--- src/rtl/pipe_hazard_ctrl.sv ---
// pipe_hazard_ctrl
//   Stall/flush controller for the IF/ID, ID/EX and EX/MEM pipeline registers.
//   Sequences the EX/MEM data-memory handshake, freezing the whole pipe while an
//   access is outstanding. It also inserts a single bubble on a load-use hazard
//   and squashes wrong-path instructions when EX resolves a taken branch/jump.
//
// Ports
//   clk, rst                      clock; asynchronous active-high reset
//   id_rs1_addr/id_rs2_addr       source registers of the ID instruction
//   id_rs1_used/id_rs2_used       ID instruction actually reads rs1/rs2
//   ex_load_flag, ex_rd_addr,     load type / destination / write enable of the
//   ex_rd_en                      EX instruction
//   branch_taken                  EX resolved a taken branch/jump this cycle
//   mem_load_flag/mem_store_flag  access type held in EX/MEM (0 = none)
//   dmem_ack                      data memory completes the request this cycle
//   dmem_req                      data memory request valid
//   stall_pc/stall_if_id/
//   stall_id_ex/stall_ex_mem      hold the corresponding register
//   flush_if_id/flush_id_ex       clear the corresponding register to NOP
//   mem_err                       one-cycle pulse: access timed out and dropped
module pipe_hazard_ctrl #(
  parameter int unsigned XREG_ADDRWIDTH = 5,
  parameter int unsigned TIMEOUT_CYCLES = 64
) (
  input  logic                      clk,
  input  logic                      rst,
  input  logic [XREG_ADDRWIDTH-1:0] id_rs1_addr,
  input  logic [XREG_ADDRWIDTH-1:0] id_rs2_addr,
  input  logic                      id_rs1_used,
  input  logic                      id_rs2_used,
  input  logic [4:0]                ex_load_flag,
  input  logic [XREG_ADDRWIDTH-1:0] ex_rd_addr,
  input  logic                      ex_rd_en,
  input  logic                      branch_taken,
  input  logic [4:0]                mem_load_flag,
  input  logic [2:0]                mem_store_flag,
  input  logic                      dmem_ack,
  output logic                      dmem_req,
  output logic                      stall_pc,
  output logic                      stall_if_id,
  output logic                      stall_id_ex,
  output logic                      stall_ex_mem,
  output logic                      flush_if_id,
  output logic                      flush_id_ex,
  output logic                      mem_err
);

  localparam int unsigned CNT_W = $clog2(TIMEOUT_CYCLES) + 1;
  localparam logic [CNT_W-1:0] CNT_LAST = CNT_W'(TIMEOUT_CYCLES - 1);

  typedef enum logic {
    IDLE,
    MEM_WAIT
  } state_e;

  state_e           state_q, state_d;
  logic [CNT_W-1:0] cnt_q, cnt_d;
  // Low during reset and the first cycle after release; keeps every output
  // quiet and the FSM parked until the pipeline registers have settled.
  logic             ready_q;

  logic active;
  logic mem_op;
  logic luh;
  logic freeze;

  assign active = ready_q & ~rst;
  assign mem_op = (mem_load_flag != '0) | (mem_store_flag != '0);

  assign luh = (ex_load_flag != '0) & ex_rd_en & (ex_rd_addr != '0) &
               ((id_rs1_used & (id_rs1_addr == ex_rd_addr)) |
                (id_rs2_used & (id_rs2_addr == ex_rd_addr)));

  always_ff @(posedge clk or posedge rst) begin
    if (rst) begin
      state_q <= IDLE;
      cnt_q   <= '0;
      ready_q <= 1'b0;
    end else begin
      state_q <= state_d;
      cnt_q   <= cnt_d;
      ready_q <= 1'b1;
    end
  end

  always_comb begin
    state_d      = state_q;
    cnt_d        = cnt_q;
    freeze       = 1'b0;
    dmem_req     = 1'b0;
    stall_pc     = 1'b0;
    stall_if_id  = 1'b0;
    stall_id_ex  = 1'b0;
    stall_ex_mem = 1'b0;
    flush_if_id  = 1'b0;
    flush_id_ex  = 1'b0;
    mem_err      = 1'b0;

    if (active) begin
      unique case (state_q)
        IDLE: begin
          dmem_req = mem_op;
          if (mem_op && !dmem_ack) begin
            state_d = MEM_WAIT;
            cnt_d   = CNT_W'(1);
            freeze  = 1'b1;
          end
        end
        MEM_WAIT: begin
          dmem_req = 1'b1;
          if (dmem_ack) begin
            state_d = IDLE;
            cnt_d   = '0;
          end else if (cnt_q == CNT_LAST) begin
            // Abandon the access: release the pipe so the instruction retires.
            mem_err = 1'b1;
            state_d = IDLE;
            cnt_d   = '0;
          end else begin
            freeze = 1'b1;
            if (cnt_q != '1) begin
              cnt_d = cnt_q + 1'b1;
            end
          end
        end
        default: begin
          state_d = IDLE;
          cnt_d   = '0;
        end
      endcase

      // A memory freeze overrides everything; a taken branch squashes the
      // instruction that would have caused the load-use bubble.
      if (freeze) begin
        stall_pc     = 1'b1;
        stall_if_id  = 1'b1;
        stall_id_ex  = 1'b1;
        stall_ex_mem = 1'b1;
      end else if (branch_taken) begin
        flush_if_id = 1'b1;
        flush_id_ex = 1'b1;
      end else if (luh) begin
        stall_pc    = 1'b1;
        stall_if_id = 1'b1;
        flush_id_ex = 1'b1;
      end
    end
  end

endmodule

--- config.mk ---
export PLATFORM = sky130hd
export DESIGN_NAME = pipe_hazard_ctrl
export DESIGN_NICKNAME = d
export VERILOG_FILES = /design/src/rtl/pipe_hazard_ctrl.sv
export SDC_FILE = /design/constraint.sdc
export NUM_CORES = 1
export LEC_CHECK = 0
export ABC_CLOCK_PERIOD_IN_PS = 1900
export BUFFER_PORTS_ARGS = -buffer_cell sky130_fd_sc_hd__buf_2
export CORE_MARGIN = 8
export CORE_UTILIZATION = 40
export DETAILED_ROUTE_END_ITERATION = 7
export GPL_TIMING_DRIVEN = 1
export PLACE_DENSITY = 0.79
export RECOVER_POWER = 50
export SLEW_MARGIN = 20
export SYNTH_ARGS = -nofsm -noshare
export SYNTH_HDL_FRONTEND = slang
export SYNTH_SLANG_ARGS = --single-unit
--- constraint.sdc ---
create_clock -name clk -period 1.9 [get_ports clk]
set_clock_uncertainty 0.15 [all_clocks]
set_input_delay 0 -clock clk [delete_from_list [all_inputs] [get_ports clk]]
set_output_delay 0 -clock clk [all_outputs]
set_load 0.02 [all_outputs]
## Word-level counts from Yosys, hierarchy flattened

Cells that the tools add are included.

- Reductions and logical operators: 7
- Bitwise gates (word level): 10
- Mux-type cells: 28
- $add $sub $neg: 1
- Equal/unequal tests: 6

Operators by type and width:

| cell | count |
|---|---|
| 7-bit two-way mux | 4 |
| 1-bit two-way mux | 21 |
| 5-bit nonzero test | 3 |
| 7-bit case mux with 2 select lines | 1 |
| 5-bit equality test | 2 |
| 7-bit by 1-bit adder with 7-bit output (second input constant) | 1 |
| 7-bit by 6-bit equality test with 1-bit output (second input constant) | 1 |
| 7-bit != test (second input constant) | 1 |
| 1-bit AND | 6 |
| 4-bit by 2-bit != test with 1-bit output (second input constant) | 1 |
| 1-bit case mux with 2 select lines | 2 |
| 3-bit AND reduction | 1 |
| 3-bit nonzero test | 1 |
| 2-bit != test (second input constant) | 1 |
| 1-bit inverter | 2 |
| 1-bit bitwise OR | 2 |
| 1-bit logical AND | 1 |
| 1-bit zero test | 1 |

- Flip-flop bits (word level): 9
- Bits of input ports: 35
- Output and inout bits: 8
- Logic and storage cells: 55

## Logic depth before layout (Yosys ltp)

Gate-level depths: netlist of the first run.

- Word-level depth: 8
- Mapped depth: 6

## Worst setup path after synthesis of the first run

Ideal clock, no wire load.

- Kind: reg-to-output
- Start point: reg state_q
- End point: out stall_pc
- Stages on the path, launching flop included: 7
- Data required time: 1.750 ns
- Slack: 0.031 ns
- Data arrival time: 1.719 ns
- Path through: dfrtp_1 -> nor3_1 -> a31o_1 -> buf_2 -> or3_1 -> o21ai_0 -> buf_4

- Longest elaborated chain between the ends: 5

Ends and longest elaborated chain:

| element | line | text |
|---|---|---|
| start: declaration | 56 | `state_e state_q, state_d;` |
| start signal: assignment | 80 | `state_q <= state_d;` |
| 1-bit inverter | -- |  |
| 1-bit case mux with 2 select lines * | 100 | `unique case (state_q)` |
| 1-bit two-way mux * | 99 | `if (active) begin` |
| 1-bit two-way mux * (2 in a row) | -- |  |
| end: declaration | 39 | `output logic stall_pc,` |

Every way passes the cells marked *; elsewhere a longest branch is shown, timed or not. The select of a mux whose other input is x is not followed.

## Final worst setup path of the first run

- Start point: reg cnt_q[0]
- End point: out flush_id_ex

- Longest elaborated chain between the ends: 7

Ends and longest elaborated chain:

| element | line | text |
|---|---|---|
| start: declaration | 57 | `logic [CNT_W-1:0] cnt_q, cnt_d;` |
| start signal: assignment | 81 | `cnt_q <= cnt_d;` |
| 7-bit by 6-bit equality test with 1-bit output | 114 | `end else if (cnt_q == CNT_LAST) begin` |
| 1-bit two-way mux | 114 |  |
| 1-bit two-way mux | 111 | `if (dmem_ack) begin` |
| 1-bit case mux with 2 select lines | 100 |  |
| 1-bit two-way mux | 99 |  |
| 1-bit two-way mux | 134 | `if (freeze) begin` |
| 1-bit two-way mux | 99 |  |
| end: declaration | 44 | `output logic flush_id_ex,` |

Every way passes these cells. The select of a mux whose other input is x is not followed.

==> implementation parameters, run 1 <==
Parameter                              Value

Drt
  Total DRC errors in the routed layout    0
  Initial DRC count    37
  Via Count    868
  Wire length after detailed routing    2540 µm
  Router iterations before antenna repair    4
  Number of nets still failing antenna checks after routing    0
  Number of vias per cell after detailed routing    5.20
  DR WL/cell    15.2 µm

Clock network
  Number of buffers on the longest clock path    2
  Post-CTS clock slew at the launch and capture registers of the worst setup and hold paths    0.06 ns
  Sink count of the clock tree    9
  Cell at the root of the clock tree    clkbuf_4
  Number of clock buffers inserted by TritonCTS    3
  TritonCTS clock tree    yes
  Skew-Pair Late Insertion Delay    0.28 ns
  Number of levels in the clock H-tree    1

Timing
  Worst slew margin    0.655
  Slew at the pin with the worst max-slew slack    0.517 ns
  Ratio of final minimum period to clock period    0.970
  Final setup violation count    0
  Count of final max-slew check failures    0
  Endpoints failing hold    0
  Accumulated negative setup slack    0 ns
  Unrepaired setup endpoints after global routing    true
  Highest attainable clock frequency    543 MHz
  Tmin final    1.84 ns
  Final hold slack    0.0385 ns
  Min setup slack post-route    0.0568 ns

Min path
  Startpoint of the lowest-slack hold path    rst
  Kind of path behind the tightest hold check    in2reg
  Hold-critical path depth    4
  Hold path endpoint    state_q$_DFFE_PP0P_

Layout
  Sequential cell area    226 µm²
  Number of filler instances in the final layout    180
  Layout Area Growth over Synthesis    44.6%
  Fraction of layout instances using a drive strength above 1    0.421
  Combined area of the multi-input logic cells    551 µm²
  Number of nets in the finished design    177
  Antenna cell count    0

Die
  Die boundary height    59.9 µm
  Count of standard-cell rows    16
  Initial standard-cell utilization of the core    0.410
  I/O pin cnt    43
  Die Outline Area    0.00359 mm²
  Horiz. Die Dim    59.9 µm
  CORE AREA    0.00188 mm²

Synthesis
  Proportion of register bits with asynchronous set or reset after synthesis    1.00
  Syn Nets    128
  Dominant cell by count in the synthesized netlist    dfrtp_1
  Dominant combinational cell family by area after synthesis    simple AND/OR/NAND/NOR gates
  Proportion of synthesized chip area in sequential cells    0.292
  Area fraction of the dominant cell type after synthesis    0.292
  Synth Instances    92
  Dominant register cell in the synthesized netlist    dfrtp_1
  Ranking of synthesized cells by instance count    dfrtp_1 (9), xor2_1 (8), nand2_1 (7)
  Fraction of synthesized area in multiplexers    0.0146
  Count of flip-flops with a built-in enable after synthesis    0
  Basic-gate share of the synthesized area counting and, or, nand and nor cells    0.268
  Synthesis warning total    0
  Largest area contributor in the synthesized netlist    dfrtp_1
  Synth cell types    37
  Post-synthesis average cell area    8.38 µm²
  Adder-cell area share of the yosys netlist    0.0162
  Top area cells in the synthesized netlist    dfrtp_1 (29%), xor2_1 (9.1%), nor4_1 (4.9%)
  Syn Std Cell Area    771 µm²
  Synth Area in XOR/XNOR    0.114
  Synth Area in Compound Gates    0.235
  Flop and latch count out of synthesis    9

Placed design
  Setup WS pre-CTS    0.0492 ns
  Placed wire-length estimate after detailed placement    2000 µm
  Final Wtd Congestion    0.934
  Port Buffers    42

Status
  Status    complete, no violations

Setup path
  RR Endpoint    cnt_q[0]$_DFFE_PP0P_
  Type of element capturing the critical path    output pin
  Data arrival time of the worst path    1.69 ns
  Critical Path Fanout Max    5
  Depth of the most critical reg-to-reg path    5
  FF-to-FF Start    cnt_q[0]$_DFFE_PP0P_
  Start-to-end type of the worst setup path    reg2out
  Worst reg-to-reg setup slack    0.14 ns
  Critical path startpoint category    flip-flop
  Required time of the critical path    1.75 ns

Global routing
  Overflow after GRT    0
  Maximum number of pins on one net before global-route repair    11
  Global-route wire length before repair    4110 µm
  Via count of the first global-routing pass    881
  Initial antenna violation count    0
  Global-route total usage across every layer    0.151

Pwr
  PD cells    507 mW/mm²
  Clock share of power    0.277
  Total leakage power    0.519 nW
  Fraction of power consumed by combinational cells    0.323
  Worst voltage drop across the vdd grid    380 µV
  Register share of total power    0.400
  Switching power as a share of total power    0.328
  Switching power summed over all nets    0.185 mW
  Internal power contribution    0.380 mW

Run
  Max cap viols    0
[cell families (layout without fill, tap and decap cells)]
group,Yosys count,after routing
XOR/XNOR,10,10
buffers and inverters,9,57
flip-flops,9,9
multiplexers,1,1
AO/OA/AOI/OAI,22,22
adder cells (fa/ha/maj),1,1
other,1,1
AND/OR/NAND/NOR,39,39
[critical path, stage by stage, from the launching register on]
cell and delay [ns]:
dfrtp_2 0.41, ha_4 0.18, nand3_2 0.10, nor4_2 0.20, o311ai_1 0.15, a211oi_1 0.20, buf_4 0.18
[worst max path at each step]
stage | start | slack (ns) | end
after floorplan | state_q$_DFFE_PP0P_ | 0.03 | stall_pc
after global placement | cnt_q[0]$_DFFE_PP0P_ | 0.11 | cnt_q[0]$_DFFE_PP0P_
after detailed placement | cnt_q[0]$_DFFE_PP0P_ | 0.05 | cnt_q[0]$_DFFE_PP0P_
after CTS | ready_q$_DFF_PP0_ | 0.0007 | stall_if_id
after global routing | cnt_q[1]$_DFFE_PP0P_ | -0.01 | flush_id_ex
final | cnt_q[0]$_DFFE_PP0P_ | 0.06 | flush_id_ex
[timing repair]
item                                    CTS  global route
buffers inserted                          1             0
endpoints found under the hold margin    11             0
endpoints found under the setup margin    6             5
hold buffers                              2             0
gates resized for setup                   7             8
pin swaps                                 0             1
[layout make-up]
cell class,count,area share
timing repair buffer,47,0.229
tap,27,0.0303
clock buffer,4,0.0236
multi-input combinational,74,0.494
inverter,6,0.0202
sequential,9,0.203
[power by group through the flow]
stage               Clock [mW]  Sequential [mW]  Combinational [mW]
floorplan                    0            0.221              0.0927
global placement             0            0.223               0.152
detailed placement           0            0.225               0.158
CTS                      0.162            0.223               0.178
global route             0.168            0.228               0.206
finish                   0.157            0.226               0.183
[metal layers]
metal  part of all wire  vias up  track usage
li1                   -      432            -
met3               0.13        9       0.0710
met1               0.39      379        0.153
met5                  0        -            0
met2               0.45       48        0.246
met4              0.028        0       0.0918
[stage by stage]
step / power, mW / utilization / cells / area (µm²)
after floorplan: 0.313 / - / 92 / 771
after global placement: 0.375 / 0.537 / 160 / 1010
after detailed placement: 0.383 / 0.537 / 160 / 1010
after CTS: 0.564 / 0.582 / 167 / 1100
after global routing: 0.602 / 0.592 / 167 / 1110
final: 0.565 / 0.592 / 167 / 1110
[state kept, by name (all words and copies together) (netlist names)]
register / flops
cnt_q: 7
ready_q: 1
state_q: 1
[layout by cell type (no fill, tap or decap), types with 2 or more instances in the layout]
cell type | Yosys | final
buf_2 | 1 | 38
xor2_1 | 8 | 8
dfrtp_1 | 9 | 8
nand2_1 | 7 | 7
nor2_1 | 6 | 6
inv_1 | 6 | 6
buf_4 | 2 | 5
nor4_1 | 6 | 4
nand2b_1 | 4 | 4
nand3_1 | 5 | 4
o21ai_0 | 4 | 3
o31ai_1 | 3 | 3
clkbuf_4 | 0 | 3
clkbuf_1 | 0 | 3
nor3_1 | 2 | 2
nor4_2 | 0 | 2
xnor2_1 | 2 | 2
a211oi_1 | 2 | 2
or3_1 | 3 | 2
a21o_1 | 2 | 2
dlygate4sd3_1 | 0 | 2
Power figures use the tool's default switching activity.
==> inputs of run 2 (changes only) <==
Settings changed: CORE_MARGIN 8 to 5, PLACE_DENSITY 0.79 to 0.76, SLEW_MARGIN 20 to not set.
==> implementation parameters, run 2 (synthesis results as in run 1) <==
Parameter                              Value

Global routing
  Initial antenna violation count    0 (unchanged)
  Global-route wire length before repair    3600 µm (-12%)
  Via count of the first global-routing pass    818 (-7.2%)
  Maximum number of pins on one net before global-route repair    11 (unchanged)
  Overflow after GRT    0 (unchanged)
  Global-route total usage across every layer    0.169 (+0.0176)

Timing
  Count of final max-slew check failures    0 (unchanged)
  Tmin final    1.93 ns (+0.0903 ns)
  Final hold slack    0.0184 ns (-0.0200 ns)
  Highest attainable clock frequency    517 MHz (-4.7%)
  Final setup violation count    1 (+1)
  Ratio of final minimum period to clock period    1.02 (+0.0475)
  Min setup slack post-route    -0.0335 ns (-0.0903 ns)
  Endpoints failing hold    0 (unchanged)
  Accumulated negative setup slack    -0.0335 ns (-0.0335 ns)
  Unrepaired setup endpoints after global routing    true

Pwr
  PD cells    494 mW/mm² (-2.5%)
  Register share of total power    0.386 (-0.014)
  Switching power as a share of total power    0.339 (+0.0105)
  Internal power contribution    0.384 mW (+1.2%)
  Worst voltage drop across the vdd grid    412 µV (+8.5%)
  Clock share of power    0.272 (-0.005)
  Total leakage power    0.539 nW (+3.9%)
  Overall power    0.581 mW (+2.8%)
  Switching power summed over all nets    0.197 mW (+6.1%)
  Fraction of power consumed by combinational cells    0.343 (+0.020)

Placed design
  Placed wire-length estimate after detailed placement    1810 µm (-9.4%)
  Final Wtd Congestion    0.836 (-10%)
  Instance area at placement    0.00101 mm² (+0.50%)
  Port Buffers    42 (unchanged)

Layout
  Fraction of layout instances using a drive strength above 1    0.441 (+0.0191)
  Layout Area Growth over Synthesis    52.6%
  Leading cell type in the layout, fill and taps excluded    buf_2
  Post-route design area    0.00118 mm² (+5.5%)
  Biggest registers after layout    cnt_q x7, ready_q x1, state_q x1
  Number of nets in the finished design    180 (+1.7%)
  Number of flip-flops under the largest register name    7 (unchanged)
  Antenna cell count    0 (unchanged)
  Top register by number of flip-flops    cnt_q
  Commonest cells after routing, fill and taps aside    buf_2 (39), dfrtp_1 (9), xor2_1 (8)

Run
  Max cap viols    0 (unchanged)

Drt
  Initial DRC count    22 (-41%)
  Number of nets still failing antenna checks after routing    0 (unchanged)
  DR WL/cell    14.8 µm (-2.6%)
  Router iterations before antenna repair    4 (unchanged)
  Via Count    896 (+3.2%)
  Wire length after detailed routing    2490 µm (-2.0%)
  Total DRC errors in the routed layout    0 (unchanged)
  Number of vias per cell after detailed routing    5.33 (+2.6%)

Setup path
  Type of element capturing the critical path    output pin
  Required time of the critical path    1.75 ns (about the same)
  Data arrival time of the worst path    1.78 ns (+0.09 ns)
  Start-to-end type of the worst setup path    reg2out
  Critical Path Fanout Max    4 (-1)
  Worst reg-to-reg setup slack    0.12 ns (-0.02 ns)
  Launching element of the worst setup path    state_q$_DFFE_PP0P_
  RR Endpoint    cnt_q[0]$_DFFE_PP0P_
  FF-to-FF Start    cnt_q[0]$_DFFE_PP0P_
  Critical path startpoint category    flip-flop
  Depth of the most critical reg-to-reg path    5 (unchanged)
  Timing endpoint of the critical path    flush_id_ex

Die
  Die Outline Area    0.00290 mm² (-19%)
  Initial standard-cell utilization of the core    0.432 (+0.0227)
  CORE AREA    0.00178 mm² (-5.3%)
  Horiz. Die Dim    53.9 µm (-10%)
  Count of standard-cell rows    15 (-1)
  Die boundary height    53.9 µm (-10%)
  I/O pin cnt    43 (unchanged)

Clock network
  TritonCTS clock tree    yes
  Number of clock buffers inserted by TritonCTS    3 (unchanged)
  Cell at the root of the clock tree    clkbuf_4
  Sink count of the clock tree    9 (unchanged)
  Number of buffers on the longest clock path    2 (unchanged)
  Post-CTS clock slew at the launch and capture registers of the worst setup and hold paths    0.07 ns (about the same)
  Skew-Pair Late Insertion Delay    0.27 ns (about the same)
  Number of levels in the clock H-tree    1 (unchanged)

Status
  Status    finished with violations
  Failing checks    negative setup slack

Min path
  Kind of path behind the tightest hold check    in2reg
## run 2: what timing repair did
item                       CTS  global route
hold endpoints to repair    11             1
hold buffers                 2             1
setup endpoints to repair    7             8
buffers inserted             1             1
pin swaps                    2             4
gates resized for setup      9             8
## run 2: area by class of cell
class | instances | area (µm²)
Fill cell | 159 | 607
Tap cell | 25 | 31.3
Timing Repair Buffer | 50 | 278
Clock inverter | 1 | 5.00
Sequential cell | 9 | 225
Clock buffer | 3 | 22.5
Multi-Input combinational cell | 74 | 592
Inverter | 6 | 22.5
## run 2: how the worst min path moves through the flow
stage | depth (start not counted) | slack, ns | end | startpoint
floorplan | 1 | -0.32 | cnt_q[0]$_DFFE_PP0P_ | rst
global placement | 3 | -0.17 | ready_q$_DFF_PP0_ | rst
detailed placement | 3 | -0.15 | ready_q$_DFF_PP0_ | rst
CTS | 4 | 0.02 | state_q$_DFFE_PP0P_ | rst
global route | 3 | 0.05 | cnt_q[0]$_DFFE_PP0P_ | dmem_ack
finish | 3 | 0.02 | cnt_q[0]$_DFFE_PP0P_ | dmem_ack
## run 2: critical path: stages, from the launching register on
cell	delay, ns
dfrtp_1	0.41
buf_4	0.15
inv_1	0.07
nor4_4	0.30
o311ai_2	0.15
a211oi_2	0.25
buf_4	0.18
## run 2: through the flow
| stage | cells | util | worst slack, ns |
|---|---|---|---|
| 2_1_floorplan | 92 | - | 0.0311 |
| 3_3_place_gp | 159 | 0.569 | 0.105 |
| 3_5_place_dp | 159 | 0.569 | 0.0276 |
| 4_1_cts | 166 | 0.627 | -0.00973 |
| 5_1_grt | 168 | 0.660 | -0.115 |
| 6_report | 168 | 0.660 | -0.0335 |
## run 2: power groups by stage
stage          Clock [mW]  Sequential (mW)  Combinational, mW
2_1_floorplan           0            0.221             0.0927
3_3_place_gp            0            0.222              0.157
3_5_place_dp            0            0.223              0.162
4_1_cts             0.158            0.222              0.187
5_1_grt             0.166            0.225              0.220
6_report            0.158            0.224              0.199
## run 2: metal layers
| metal | track usage | up-vias | routed length [µm] |
|---|---|---|---|
| met2 | 0.282 | 38 | 1300 |
| met4 | 0.0511 | 0 | 22 |
| met3 | 0.0416 | 2 | 174 |
| met5 | 0 | - | 0 |
| met1 | 0.211 | 417 | 985 |
| li1 | - | 439 | - |
